File: src/rtl/ifu_fetch_pkg.sv
// Shared types and defaults for the IFU fetch front end.
package ifu_fetch_pkg;

  // PC value the fetch unit starts from after reset.
  localparam logic [31:0] IFU_RESET_PC = 32'hBFC00000;

  // Field widths of a fetch-buffer entry.
  localparam int FE_PC_W   = 32;
  localparam int FE_INST_W = 32;
  localparam int FE_PTGT_W = 32;

  // Metadata captured when a request is accepted, replayed when its response returns.
  typedef struct packed {
    logic [FE_PC_W-1:0]   pc;
    logic                 pred_taken;
    logic [FE_PTGT_W-1:0] pred_target;
  } fetch_meta_t;

  // One fetched bundle as presented to ID.
  typedef struct packed {
    logic [FE_PC_W-1:0]   pc;
    logic [FE_INST_W-1:0] inst0;
    logic [FE_INST_W-1:0] inst1;
    logic                 inst1_valid;
    logic                 pred_taken;
    logic [FE_PTGT_W-1:0] pred_target;
  } fetch_entry_t;

  localparam int FM_W = $bits(fetch_meta_t);
  localparam int FE_W = $bits(fetch_entry_t);

  // Pair a 64-bit I-cache line with its request metadata. A PC in the upper
  // word of the line means only one instruction of the pair is usable.
  function automatic fetch_entry_t build_entry(input fetch_meta_t meta,
                                               input logic [63:0] data);
    fetch_entry_t e;
    e.pc          = meta.pc;
    e.inst0       = meta.pc[2] ? data[63:32] : data[31:0];
    e.inst1       = data[63:32];
    e.inst1_valid = ~meta.pc[2];
    e.pred_taken  = meta.pred_taken;
    e.pred_target = meta.pred_target;
    return e;
  endfunction

endpackage

File: src/rtl/ifu_fetch_if.sv
// Bus bundle between the fetch unit, the I-cache and the ID stage.
interface ifu_fetch_if;
  import ifu_fetch_pkg::*;

  // I-cache request/response
  logic        inst_req_valid;
  logic        inst_req_ready;
  logic [31:0] inst_req_addr;
  logic        inst_resp_valid;
  logic [63:0] inst_resp_data;

  // Fetch buffer head towards ID
  logic        out_valid;
  logic        out_ready;
  logic [31:0] out_pc;
  logic [31:0] out_inst0;
  logic [31:0] out_inst1;
  logic        out_inst1_valid;
  logic        out_pred_taken;
  logic [31:0] out_pred_target;

  // Fetch unit side
  modport master (
    output inst_req_valid, inst_req_addr,
    input  inst_req_ready, inst_resp_valid, inst_resp_data,
    output out_valid, out_pc, out_inst0, out_inst1, out_inst1_valid,
    output out_pred_taken, out_pred_target,
    input  out_ready
  );

  // I-cache / ID side
  modport slave (
    input  inst_req_valid, inst_req_addr,
    output inst_req_ready, inst_resp_valid, inst_resp_data,
    input  out_valid, out_pc, out_inst0, out_inst1, out_inst1_valid,
    input  out_pred_taken, out_pred_target,
    output out_ready
  );

endinterface

File: src/rtl/ifu_fifo.sv
// Synchronous FIFO with flush; storage is not reset, only pointers and count.
module ifu_fifo #(
  parameter int WIDTH = 8,
  parameter int DEPTH = 4
) (
  input  logic                   clk,
  input  logic                   rst,
  input  logic                   push,
  input  logic                   pop,
  input  logic                   flush,
  input  logic [WIDTH-1:0]       din,
  output logic [WIDTH-1:0]       dout,
  output logic                   full,
  output logic                   empty,
  output logic [$clog2(DEPTH):0] count
);

  localparam int AW = $clog2(DEPTH);

  logic [WIDTH-1:0] r_mem [DEPTH];
  logic [AW-1:0]    r_wr_ptr;
  logic [AW-1:0]    r_rd_ptr;
  logic [AW:0]      r_count;
  logic             w_push;
  logic             w_pop;

  assign w_pop  = pop && !empty;
  assign w_push = push && !full;
  assign full   = (r_count == (AW+1)'(DEPTH));
  assign empty  = (r_count == '0);
  assign count  = r_count;
  assign dout   = r_mem[r_rd_ptr];

  // Storage write; contents beyond the read pointer are don't-care.
  always_ff @(posedge clk) begin
    if (w_push) r_mem[r_wr_ptr] <= din;
  end

  // Pointer and occupancy tracking; flush wins over push/pop.
  always_ff @(posedge clk or negedge rst) begin
    if (!rst) begin
      r_wr_ptr <= '0;
      r_rd_ptr <= '0;
      r_count  <= '0;
    end else if (flush) begin
      r_wr_ptr <= '0;
      r_rd_ptr <= '0;
      r_count  <= '0;
    end else begin
      if (w_push) r_wr_ptr <= r_wr_ptr + AW'(1);
      if (w_pop)  r_rd_ptr <= r_rd_ptr + AW'(1);
      if (w_push && !w_pop)      r_count <= r_count + (AW+1)'(1);
      else if (!w_push && w_pop) r_count <= r_count - (AW+1)'(1);
    end
  end

endmodule

File: src/rtl/ifu_fetch.sv
// IFU fetch front end: fetch PC register, credit-limited I-cache requests,
// in-order response pairing with prediction metadata and the ID fetch buffer.
module ifu_fetch
  import ifu_fetch_pkg::*;
#(
  parameter logic [31:0] RESET_PC        = IFU_RESET_PC,
  parameter int          BUF_DEPTH       = 4,
  parameter int          MAX_OUTSTANDING = 2
) (
  input  logic        clk,
  input  logic        rst,
  input  logic [31:0] next_pc,
  input  logic        pred_taken,
  input  logic [31:0] pred_target,
  input  logic        redirect,
  output logic [31:0] pc,
  ifu_fetch_if.master bus
);

  localparam int IW         = $clog2(MAX_OUTSTANDING) + 1;
  localparam int BW         = $clog2(BUF_DEPTH) + 1;
  // The metadata queue never holds more than the in-flight count.
  localparam int META_DEPTH = (MAX_OUTSTANDING < 2) ? 2 : MAX_OUTSTANDING;
  localparam int MW         = $clog2(META_DEPTH) + 1;

  logic [31:0]  r_pc;
  logic [IW-1:0] r_inflight;
  logic [IW-1:0] r_discard;

  logic [IW-1:0] w_inflight_nxt;
  logic [IW-1:0] w_discard_nxt;
  logic          w_credit;
  logic          w_req_valid;
  logic          w_accept;
  logic          w_resp_discard;
  logic          w_resp_keep;
  logic          w_resp_dec;
  logic          w_buf_push;
  logic          w_buf_pop;

  fetch_meta_t   w_meta_in;
  fetch_meta_t   w_meta_head;
  fetch_entry_t  w_entry;
  fetch_entry_t  w_buf_head;
  fetch_entry_t  w_head_out;

  logic          w_meta_full;
  logic          w_meta_empty;
  logic [MW-1:0] w_meta_count;
  logic          w_buf_full;
  logic          w_buf_empty;
  logic [BW-1:0] w_buf_count;
  logic          w_unused;

  // Credit: an accepted request always has a reserved buffer slot. The
  // metadata-full term is redundant with the in-flight limit but keeps the
  // queue safe by construction. Requests are held off during reset.
  assign w_credit    = (32'(r_inflight) + 32'(w_buf_count) < 32'(BUF_DEPTH)) &&
                       (32'(r_inflight) < 32'(MAX_OUTSTANDING)) && !w_meta_full;
  assign w_req_valid = rst && w_credit && !redirect;
  assign w_accept    = w_req_valid && bus.inst_req_ready;

  // Response classification: responses owed to a pre-redirect request are
  // discarded; responses with no metadata (stale after reset) are ignored.
  assign w_resp_discard = bus.inst_resp_valid && (r_discard != '0);
  assign w_resp_keep    = bus.inst_resp_valid && (r_discard == '0) && !w_meta_empty;
  assign w_resp_dec     = bus.inst_resp_valid && (r_inflight != '0);
  assign w_buf_push     = w_resp_keep && !redirect;
  assign w_buf_pop      = !w_buf_empty && bus.out_ready;

  assign w_inflight_nxt = r_inflight + IW'(w_accept) - IW'(w_resp_dec);

  assign w_meta_in = '{pc: r_pc, pred_taken: pred_taken, pred_target: pred_target};
  assign w_entry   = build_entry(w_meta_head, bus.inst_resp_data);

  // Responses still owed after a redirect become the discard count.
  always_comb begin
    w_discard_nxt = r_discard;
    if (redirect)            w_discard_nxt = w_inflight_nxt;
    else if (w_resp_discard) w_discard_nxt = r_discard - IW'(1);
  end

  // Fetch PC and request/discard counters.
  always_ff @(posedge clk or negedge rst) begin
    if (!rst) begin
      r_pc       <= RESET_PC;
      r_inflight <= '0;
      r_discard  <= '0;
    end else begin
      if (redirect || w_accept) r_pc <= next_pc;
      r_inflight <= w_inflight_nxt;
      r_discard  <= w_discard_nxt;
    end
  end

  ifu_fifo #(
    .WIDTH (FM_W),
    .DEPTH (META_DEPTH)
  ) u_meta_q (
    .clk   (clk),
    .rst   (rst),
    .push  (w_accept),
    .pop   (w_resp_keep),
    .flush (redirect),
    .din   (w_meta_in),
    .dout  (w_meta_head),
    .full  (w_meta_full),
    .empty (w_meta_empty),
    .count (w_meta_count)
  );

  ifu_fifo #(
    .WIDTH (FE_W),
    .DEPTH (BUF_DEPTH)
  ) u_fetch_buf (
    .clk   (clk),
    .rst   (rst),
    .push  (w_buf_push),
    .pop   (w_buf_pop),
    .flush (redirect),
    .din   (w_entry),
    .dout  (w_buf_head),
    .full  (w_buf_full),
    .empty (w_buf_empty),
    .count (w_buf_count)
  );

  // Head fields read zero whenever the buffer is empty, including in reset.
  assign w_head_out = w_buf_empty ? '0 : w_buf_head;

  assign pc                  = r_pc;
  assign bus.inst_req_valid  = w_req_valid;
  assign bus.inst_req_addr   = {r_pc[31:3], 3'b000};
  assign bus.out_valid       = !w_buf_empty;
  assign bus.out_pc          = w_head_out.pc;
  assign bus.out_inst0       = w_head_out.inst0;
  assign bus.out_inst1       = w_head_out.inst1;
  assign bus.out_inst1_valid = w_head_out.inst1_valid;
  assign bus.out_pred_taken  = w_head_out.pred_taken;
  assign bus.out_pred_target = w_head_out.pred_target;

  // Status outputs not needed by this block.
  assign w_unused = &{1'b0, w_meta_count, w_buf_full};

endmodule

File: src/flat_wrapper.sv
// flat-port wrapper written by rule: the top's interface ports become plain ports
module ifu_fetch_flat import ifu_fetch_pkg::*;
#(
  parameter logic [31:0] RESET_PC        = IFU_RESET_PC,
  parameter int          BUF_DEPTH       = 4,
  parameter int          MAX_OUTSTANDING = 2
)
  (clk, rst, next_pc, pred_taken, pred_target, redirect, pc, bus_inst_req_valid, bus_inst_req_addr, bus_inst_req_ready, bus_inst_resp_valid, bus_inst_resp_data, bus_out_valid, bus_out_pc, bus_out_inst0, bus_out_inst1, bus_out_inst1_valid, bus_out_pred_taken, bus_out_pred_target, bus_out_ready);
  ifu_fetch_if bus_i ();
  input  logic clk;
  input  logic rst;
  input  logic [31:0] next_pc;
  input  logic pred_taken;
  input  logic [31:0] pred_target;
  input  logic redirect;
  output logic [31:0] pc;
  output wire logic [$bits(bus_i.inst_req_valid)-1:0] bus_inst_req_valid;
  output wire logic [$bits(bus_i.inst_req_addr)-1:0] bus_inst_req_addr;
  input wire logic [$bits(bus_i.inst_req_ready)-1:0] bus_inst_req_ready;
  input wire logic [$bits(bus_i.inst_resp_valid)-1:0] bus_inst_resp_valid;
  input wire logic [$bits(bus_i.inst_resp_data)-1:0] bus_inst_resp_data;
  output wire logic [$bits(bus_i.out_valid)-1:0] bus_out_valid;
  output wire logic [$bits(bus_i.out_pc)-1:0] bus_out_pc;
  output wire logic [$bits(bus_i.out_inst0)-1:0] bus_out_inst0;
  output wire logic [$bits(bus_i.out_inst1)-1:0] bus_out_inst1;
  output wire logic [$bits(bus_i.out_inst1_valid)-1:0] bus_out_inst1_valid;
  output wire logic [$bits(bus_i.out_pred_taken)-1:0] bus_out_pred_taken;
  output wire logic [$bits(bus_i.out_pred_target)-1:0] bus_out_pred_target;
  input wire logic [$bits(bus_i.out_ready)-1:0] bus_out_ready;
  assign bus_inst_req_valid = bus_i.inst_req_valid;
  assign bus_inst_req_addr = bus_i.inst_req_addr;
  assign bus_i.inst_req_ready = bus_inst_req_ready;
  assign bus_i.inst_resp_valid = bus_inst_resp_valid;
  assign bus_i.inst_resp_data = bus_inst_resp_data;
  assign bus_out_valid = bus_i.out_valid;
  assign bus_out_pc = bus_i.out_pc;
  assign bus_out_inst0 = bus_i.out_inst0;
  assign bus_out_inst1 = bus_i.out_inst1;
  assign bus_out_inst1_valid = bus_i.out_inst1_valid;
  assign bus_out_pred_taken = bus_i.out_pred_taken;
  assign bus_out_pred_target = bus_i.out_pred_target;
  assign bus_i.out_ready = bus_out_ready;
  ifu_fetch #(.RESET_PC(RESET_PC), .BUF_DEPTH(BUF_DEPTH), .MAX_OUTSTANDING(MAX_OUTSTANDING)) u_core (.clk(clk), .rst(rst), .next_pc(next_pc), .pred_taken(pred_taken), .pred_target(pred_target), .redirect(redirect), .pc(pc), .bus(bus_i));
endmodule
File: config.mk
export PLATFORM = sky130hd
export DESIGN_NAME = ifu_fetch_flat
export DESIGN_NICKNAME = d
export VERILOG_FILES = /design/src/rtl/ifu_fetch_pkg.sv /design/src/rtl/ifu_fetch_if.sv /design/src/rtl/ifu_fifo.sv /design/src/rtl/ifu_fetch.sv /design/src/flat_wrapper.sv
export SDC_FILE = /design/constraint.sdc
export NUM_CORES = 1
export LEC_CHECK = 0
export CORE_UTILIZATION = 30
export CTS_CLUSTER_SIZE = 10
export DETAILED_ROUTE_END_ITERATION = 8
export PLACE_DENSITY = 0.5
export REMOVE_ABC_BUFFERS = 1
export SYNTH_ARGS = -nofsm -noshare
export SYNTH_HDL_FRONTEND = slang
export SYNTH_SLANG_ARGS = --single-unit
File: constraint.sdc
create_clock -name clk -period 6 [get_ports clk]
set_input_delay 1.2 -clock clk [delete_from_list [all_inputs] [get_ports clk]]
set_output_delay 1.2 -clock clk [all_outputs]
set_load 0.01 [all_outputs]
# [Yosys cells after proc, flatten, opt, wreduce, memory -nomap -nowiden]
# Memory sizes are Yosys's and may differ from the RTL's.
# Index checks and enable logic that the tools add are counted.
[totals] regBits=47 mem_bits_rw=650 input_bits=135 out_inout_bits=196 wordCells=91 n_memories=2
[mem_list] memory="u_core.u_fetch_buf.r_mem" words=4 width=130 read_ports=1 rd_ports_with_merged_regs=0 write_ports=1 line="ifu_fifo.sv:20" rtl="logic [WIDTH-1:0] r_mem [DEPTH];"
[mem_list] memory="u_core.u_meta_q.r_mem" words=2 width=65 read_ports=1 rd_ports_with_merged_regs=0 write_ports=1 line="ifu_fifo.sv:20"
[classes] n_addsub=12 magnitude_cmp=2 n_eq_ne=2 muxes=22 n_bitwise=1 n_reduce_logical=41
[op_table] cell="130-bit 2-to-1 mux" count=1
[op_table] cell="32-bit by 3-bit < comparator with 1-bit output (second input constant)" count=1
[op_table] cell="32-bit 2-to-1 mux" count=1
[op_table] cell="1-bit logical AND" count=19
[op_table] cell="2-bit 2-to-1 mux" count=9
[op_table] cell="2-bit nonzero test" count=7
[op_table] cell="1-bit logical NOT" count=9
[op_table] cell="3-bit 2-to-1 mux" count=3
[op_table] cell="1-bit 2-to-1 mux" count=8
[op_table] cell="2-bit by 1-bit adder with 2-bit output (second input constant)" count=3
[op_table] cell="3-bit nonzero test" count=2
[op_table] cell="2-bit by 3-bit adder with 4-bit output" count=1
[op_table] cell="2-bit logical NOT" count=2
[op_table] cell="2-bit by 1-bit subtractor with 2-bit output (second input constant)" count=2
[op_table] cell="3-bit by 1-bit adder with 3-bit output (second input constant)" count=1
[op_table] cell="3-bit equality test (second input constant)" count=1
[op_table] cell="3-bit logical NOT" count=1
[op_table] cell="3-bit by 1-bit subtractor with 3-bit output (second input constant)" count=1
[op_table] cell="1-bit adder (second input constant)" count=2
[op_table] cell="2-bit by 1-bit adder with 2-bit output" count=1
[op_table] cell="2-bit equality test (second input constant)" count=1
[op_table] cell="2-bit < comparator (second input constant)" count=1
[op_table] cell="2-bit by 1-bit subtractor with 2-bit output" count=1
[op_table] cell="1-bit logical OR" count=1
[op_table] cell="1-bit inverter" count=1

# [Logic depth before layout (Yosys ltp)]
# Gate-level depths: netlist (run 1).
[logic_depth] ltp_word=13 ltp_mapped=9 mapped_depth_nobuf=9

# [Modules after synthesis]
# Synthesis (run 1) repeated with hierarchy kept, for this count alone.
[hier_totals] hier_cells=1281 area_unflattened_um2=27322.5
[by_module_without_submodules] module="ifu_fifo at u_core.u_fetch_buf" instances=1 cells_each=742 area_per_inst_um2=19319.8 seq_area_each_um2=15790.1
[by_module_without_submodules] module="ifu_fifo at u_core.u_meta_q" instances=1 cells_each=226 area_per_inst_um2=4883.4 seq_area_each_um2=4003.8
[by_module_without_submodules] module="ifu_fetch" instances=1 cells_each=313 area_per_inst_um2=3119.2 seq_area_each_um2=912.1

# [Least setup slack after synthesis (run 1)]
# OpenSTA, ideal clock, no wires.
[synth_timing] path_kind="input -> register" from="in bus_inst_resp_valid" to="mem u_core.u_fetch_buf.r_mem[0][0] (netlist bit) (enable)" setup_ns=0.505 arrival_time_ns=4.828 required_time_ns=5.495 path_slack_ns=0.667 path_stages=4 path_buffers=0 cell_sequence="o211ai_1 > a21oi_1 > nor2b_1 > and2_1"
[synth_between] elab_chain_len=6
[synth_lines] item="start, declared" line="flat_wrapper.sv:20" rtl="input wire logic [$bits(bus_i.inst_resp_valid)-1:0] bus_inst_resp_valid;"
[synth_lines] item="1-bit logical AND (2 in a row)" line="ifu_fetch.sv:66" rtl="assign w_resp_keep = bus.inst_resp_valid && (r_discard == '0) && !w_meta_empty;"
[synth_lines] item="1-bit logical AND" line="ifu_fetch.sv:68" rtl="assign w_buf_push = w_resp_keep && !redirect;"
[synth_lines] item="1-bit logical AND" line="ifu_fifo.sv:28" rtl="assign w_push = push && !full;"
[synth_lines] item="1-bit 2-to-1 mux" line="ifu_fifo.sv:36" rtl="if (w_push) r_mem[r_wr_ptr] <= din;"
[synth_lines] item="1-bit 2-to-1 mux (implied by the code)" line="ifu_fifo.sv:36"
[synth_lines] item="end, declared" line="ifu_fifo.sv:20"
# No other way between the ends.

# [Final worst setup path (run 1)]
[layout_timing] from="reg u_core.u_fetch_buf.r_rd_ptr[0]" to="out bus_out_inst0[7]"
[layout_between] elab_chain_len=2
[layout_lines] item="start, declared" line="ifu_fifo.sv:22" rtl="logic [AW-1:0] r_rd_ptr;"
[layout_lines] item="start signal, assigned" line="ifu_fifo.sv:51" rtl="if (w_pop) r_rd_ptr <= r_rd_ptr + AW'(1);"
[layout_lines] item="memory read 4 x 130 bit"
[layout_lines] item="130-bit 2-to-1 mux" line="ifu_fetch.sv:129" rtl="assign w_head_out = w_buf_empty ? '0 : w_buf_head;"
[layout_lines] item="end, declared" line="flat_wrapper.sv:24" rtl="output wire logic [$bits(bus_i.out_inst0)-1:0] bus_out_inst0;"
# No other way between the ends.

==> impl_metrics.toml, run 1 <==
[run_status]
status = "finished, final reports clean"

[power_and_ir_drop]
seqPwrFrac = 0.408
p_leak_uw = 0.0109
swShare = 0.268
max-vdd-ir-drop_uv = 207
combPwrFrac = 0.269
switching_power_uw = 3740
cell_internal_pwr_uw = 10200
p_clk_frac = 0.323
power_density_mw_per_mm2 = 409

[timing]
rsz0062_at_grt = "no"
tightest_slew_ns = 1.16
skew_ns = 0.0203
min_period_over_period = 0.752
hold_violations = 0
layout_min_cycle_time_ns = 4.51
drv_slew = 0
fmax_mhz = 222
maxSlewHeadroom = 0.227
setup_viol = 0

[clocking]
cts_sinks = 697
cts.clk_slew.worst_paths_ns = 0.06
numCtsBuffers = 83
insertion_delay_ns = 0.61
ctsHoldBuffers = 0
htreeDepth = 3
cts_tree = "built"
cts_resized = 0
post_cts_buffers = 0
cts_buffer_depth = 3
root_buffer = "clkbuf_16"

[routing]
wire_per_inst_um = 21.4
drt-total-wl_um = 61100
avgViaCountPerCell = 4.53
drt_pass1_iterations = 5
drcViolationCount = 0
vias = 12900
dr.first_iter.drc_count = 612
final_antenna_net_count = 0

[die]
initial_core_util = 0.303
design.core.area_mm2 = 0.0900
die_area_mm2 = 0.0920
die_h_um = 303
ios = 331
die_x_um = 303
rows = 110

[logic_synthesis]
syn_area_per_cell_um2 = 21.4
ys_ff_latch = 697
syn_inst = 1275
synth_area_mm2 = 0.0272
seq_area_frac_synth = 0.760
ys_warn_count = 0
synthDistinctLibCells = 44

[critical_path]
slowest_stage = "dfrtp_4"
start_kind = "register"
cp_data_required_time_ns = 4.80
critPathMaxStageDelay_ns = 0.88
path_max_fanout = 31
endpoint_kind = "output pin"
arrival_ns = 3.31
worstPathCellList = "buf_4 -> mux4_2 -> and2_1 -> clkdlybuf4s50_1"
critPathKind = "reg -> out"
ff2ff_path_depth = 7

[grt]
grt_pass1_vias = 14000
grtUsageTotal = 0.132
antenna_found_initial = 4
grt_max_degree = 66
gr-total-overflow = 0
grt_pass1_wl_um = 89300

[finish]
final_util = 0.380
layout.cells.non_filler = 2853
num-fill-cells = 8258
area_growth_pct = 25.7
drive_above_1_share = 0.244
final_cell_mix = "edfxtp_1, clkdlybuf4s50_1, mux4_2, and2_1, mux2_2"
fin_nets = 1768
final_common_cell = "edfxtp_1"

[worst_hold_path]
holdPathStages = 0
hp-class = "reg -> reg"

[placed_design]
dp_hpwl_um = 35700
dp.cells = 2715
gp_congestion = 0.708
port_buffers = 327

[run]
maxCapViolations = 0
## per-stage QoR
step	worst slack [ns]	cell area (um2)	TNS [ns]	total power, uW	hold slack [ns]
5_1_grt	1.20	34200	0	14700	0.559
3_5_place_dp	1.63	31800	0	9690	0.533
6_report	1.49	34200	0	14000	0.536
4_1_cts	1.32	34200	0	14300	0.550
2_1_floorplan	-1.10	26700	-142.87	7790	0.524
3_3_place_gp	1.66	31800	0	9670	0.521
## area by class of cell
type | instances | area (um2) | share of cell area
clock buffers | 121 | 2260 | 0.0661
multi-input cells | 477 | 5990 | 0.175
flip-flops and latches | 697 | 20700 | 0.605
repair buffers | 354 | 3580 | 0.105
inverters | 11 | 41.3 | 0.00121
diodes | 3 | 7.51 | 0.000219
well taps | 1176 | 1470 | 0.0430
clock inverters | 14 | 153 | 0.00446
## path summary, 6_finish.rpt
kind | startpoint | end | slack (ns)
worst max-delay path | u_core.u_fetch_buf.r_rd_ptr[0] | bus_out_inst0[7] | 1.49
min in group asynchronous | rst | u_core.pc[6] | 0.63
worst min-delay path | u_core.pc[9] | u_core.u_meta_q.r_mem[0][42] | 0.54
worst min register to register | u_core.pc[9] | u_core.u_meta_q.r_mem[0][42] | 0.54
worst max register to register | u_core.r_discard[0] | u_core.u_fetch_buf.r_mem[2][112] | 2.84
max in group asynchronous | rst | u_core.pc[22] | 4.46
## Yosys cell counts
cell type	count	area, um2
a21oi_1	7	35.0
o21a_1	1	7.51
nand2_1	8	30.0
buf_1	5	18.8
xor2_1	3	26.3
and4b_1	1	10.0
nand3_1	1	5.00
clkbuf_1	25	93.8
fa_1	1	20.0
o211a_1	1	10.0
or3_1	3	18.8
nor4b_4	1	23.8
nor3_1	3	15.0
a2bb2oi_1	1	8.76
nor2b_2	1	8.76
edfxtp_1	650	19500
buf_6	3	33.8
a41oi_4	1	27.5
buf_4	38	285
nor4_4	1	21.3
ha_1	8	100
nor2b_1	2	12.5
o32ai_1	2	17.5
nand4bb_1	1	11.3
mux2i_1	2	20.0
or2_2	1	6.26
or3b_2	1	8.76
inv_1	11	41.3
o211ai_1	2	15.0
buf_2	21	105
nor2_1	11	41.3
and3_2	1	7.51
mux2_2	98	1100
nand2b_1	1	6.26
mux4_2	130	2930
o21ai_0	6	30.0
dfrtp_1	38	951
conb_1	1	3.75
xnor2_1	6	52.6
nand4b_1	1	8.76
dfstp_2	9	236
and2_1	135	845
mux2_4	30	450
a31oi_1	2	12.5
## power by group through the flow
stage                     clock network, uW  registers [uW]  logic, uW
final                                  4520            5710       3770
after global routing                   4870            5740       4110
after CTS                              4680            5720       3900
after detailed placement                  0            5810       3880
after global placement                    0            5810       3870
after floorplan                           0            5930       1860
## kinds of logic (layout without fill, tap and decap cells)
kind of cell,Yosys count,count (layout),synth area share
xor gates and xnor gates,9,9,0.00289
AOI/OAI and AO/OA,23,23,0.00602
adders and majority gates,9,9,0.00441
other,1,6,0.000138
buffers and inverters,103,500,0.0212
and+or+nand+nor,173,173,0.0397
DFF,697,697,0.760
muxes,260,260,0.165
## worst max-delay path, delay by kind of cell, from the launching register on
kind / cells / cell delay [ns]
flip-flops: 1 / 0.88
multiplexers: 1 / 0.58
AND/OR/NAND/NOR: 1 / 0.18
buffers and inverters: 2 / 0.99
## flip-flops by register name, summed over array words and instances (netlist names)
name	cells
u_core.pc	32
u_core.r_discard	2
u_core.r_inflight	2
u_core.u_fetch_buf.count	3
u_core.u_fetch_buf.r_mem	520
u_core.u_fetch_buf.r_rd_ptr	2
u_core.u_fetch_buf.r_wr_ptr	2
u_core.u_meta_q.count	2
u_core.u_meta_q.r_mem	130
u_core.u_meta_q.r_rd_ptr	1
u_core.u_meta_q.r_wr_ptr	1
## layer usage
metal	routed length, um	global-route usage
met1	26300	0.170
met2	30000	0.224
met3	3590	0.0326
met4	1160	0.0351
met5	11	0
No activity file was read; power rests on OpenSTA's default activity.
==> run 2, diff against run 1 <==
- PLACE_DENSITY: 0.5 -> 0.52
- clock period: 6 -> 3.9 ns (I/O delays scaled with it)
==> impl_metrics.toml, run 2 (synthesis results as in run 1) <==
[placed_design]
gp_congestion = 0.690
place_worst_setup_slack_ns = 0.574
port_buffers = 327
placed_cell_area_mm2 = 0.0320
dp_hpwl_um = 35300

[power_and_ir_drop]
p_leak_uw = 0.0109
combPwrFrac = 0.277
max-vdd-ir-drop_uv = 486
swShare = 0.271
cell_internal_pwr_uw = 15700
power_density_mw_per_mm2 = 627
switching_power_uw = 5840
p_clk_frac = 0.320
seqPwrFrac = 0.403

[die]
die_area_mm2 = 0.0920
die_x_um = 303
ios = 331
design.core.area_mm2 = 0.0900
rows = 110
die_h_um = 303
initial_core_util = 0.303

[grt]
antenna_found_initial = 3
grtUsageTotal = 0.130
grt_pass1_vias = 13800
gr-total-overflow = 0
grt_max_degree = 59
grt_pass1_wl_um = 87500

[critical_path]
path_max_fanout = 53
r2r_end = "u_core.u_meta_q.r_mem[0][38]"
r2r_slack_ns = 1.23
start_kind = "register"
worstPathCellList = "buf_12 -> mux4_2 -> and2_1 -> clkdlybuf4s50_1"
critPathKind = "reg -> out"
critPathMaxStageDelay_ns = 0.57
cp_data_required_time_ns = 3.12
endpoint_kind = "output pin"
slowest_stage = "dfrtp_4"
ff2ff_path_depth = 5
timing.rr.start = "u_core.u_fetch_buf.count[1]"
arrival_ns = 2.94

[clocking]
cts.clk_slew.worst_paths_ns = 0.05
post_cts_buffers = 0
cts_tree = "built"
htreeDepth = 3
insertion_delay_ns = 0.63
ctsHoldBuffers = 0
root_buffer = "clkbuf_16"
cts_sinks = 697
cts_resized = 0
cts_buffer_depth = 3
numCtsBuffers = 82

[routing]
drt_pass1_iterations = 5
vias = 12900
final_antenna_net_count = 0
dr.first_iter.drc_count = 688
drcViolationCount = 0
drt-total-wl_um = 60100
wire_per_inst_um = 21.1
avgViaCountPerCell = 4.55

[finish]
largest_reg_flops = 520
final_util = 0.382
num-fill-cells = 8172
area_growth_pct = 26.3
final_cell_area_mm2 = 0.0344
final_cell_mix = "edfxtp_1, clkdlybuf4s50_1, mux4_2, and2_1, mux2_2"
multiInputGateArea_mm2 = 0.00599
final_common_cell = "edfxtp_1"
fin_nets = 1772
drive_above_1_share = 0.246
largest_register = "u_core.u_fetch_buf.r_mem"
ff_latch_area_mm2 = 0.0207
insertedDiodeCount = 0

[timing]
rsz0062_at_grt = "no"
hold_violations = 0
drv_slew = 0
tightest_slew_ns = 0.672
fmax_mhz = 269
min_period_over_period = 0.954
setup_viol = 0
layout_min_cycle_time_ns = 3.72
skew_ns = 0.0302
maxSlewHeadroom = 0.552
setup_slack_ns = 0.181

[worst_hold_path]
hp-class = "in -> async"

[run]
maxCapViolations = 0

[run_status]
status = "finished, final reports clean"
[run 2: routing by layer]
layer,vias up,global-route usage,part of all wire
met5,-,0,0.00015
met4,2,0.0376,0.016
met3,76,0.0258,0.054
met2,350,0.215,0.48
met1,6768,0.172,0.44
li1,5749,-,-
[run 2: how the worst max path moves through the flow]
stage / endpoint / from / slack [ns]
floorplan: bus_out_inst0[0] / u_core.u_fetch_buf.r_rd_ptr[0] / -2.78
global placement: u_core.u_fetch_buf.r_mem[1][69] / bus_inst_resp_valid / 0.58
detailed placement: u_core.u_fetch_buf.r_mem[1][3] / bus_inst_resp_valid / 0.57
CTS: bus_out_pc[14] / u_core.u_fetch_buf.r_rd_ptr[0] / 0.06
global route: bus_out_pc[14] / u_core.u_fetch_buf.r_rd_ptr[0] / 0.003
finish: bus_out_pc[14] / u_core.u_fetch_buf.r_rd_ptr[0] / 0.18
[run 2: area by class of cell]
class,instances,share of cell area
Clock inverter,14,0.00593
Inverter,11,0.00120
Timing Repair Buffer,359,0.110
Sequential cell,697,0.602
Clock buffer,114,0.0634
Multi-Input combinational cell,477,0.174
Tap cell,1176,0.0428
[run 2: through the flow]
stage	power [uW]	TNS [ns]	hold WS [ns]	instances
6_report	21600	0	0.124	2848
5_1_grt	22600	0	0.138	2848
4_1_cts	22000	0	0.0969	2848
3_5_place_dp	15000	0	0.502	2720
3_3_place_gp	15000	0	0.499	2720
2_1_floorplan	11800	-1011.18	0.484	1185
[run 2: worst max-delay path, delay by kind of cell (launching register included)]
family / cells / cell delay [ns]
simple gates: 1 / 0.17
mux: 1 / 0.57
flops: 1 / 0.57
buf+inv: 2 / 0.92
[run 2: power by group through the flow]
stage	clock network [uW]	registers [uW]	logic [uW]
3_3_place_gp	0	8830	6130
2_1_floorplan	0	9080	2710
5_1_grt	7440	8720	6480
4_1_cts	7140	8700	6190
3_5_place_dp	0	8850	6160
6_report	6890	8690	5980
==> run 3, diff against run 2 <==
- SLEW_MARGIN: not set -> 5
==> results of run 3 <==
Same layout as run 2: the final DEF is identical, and so are final timing and power.
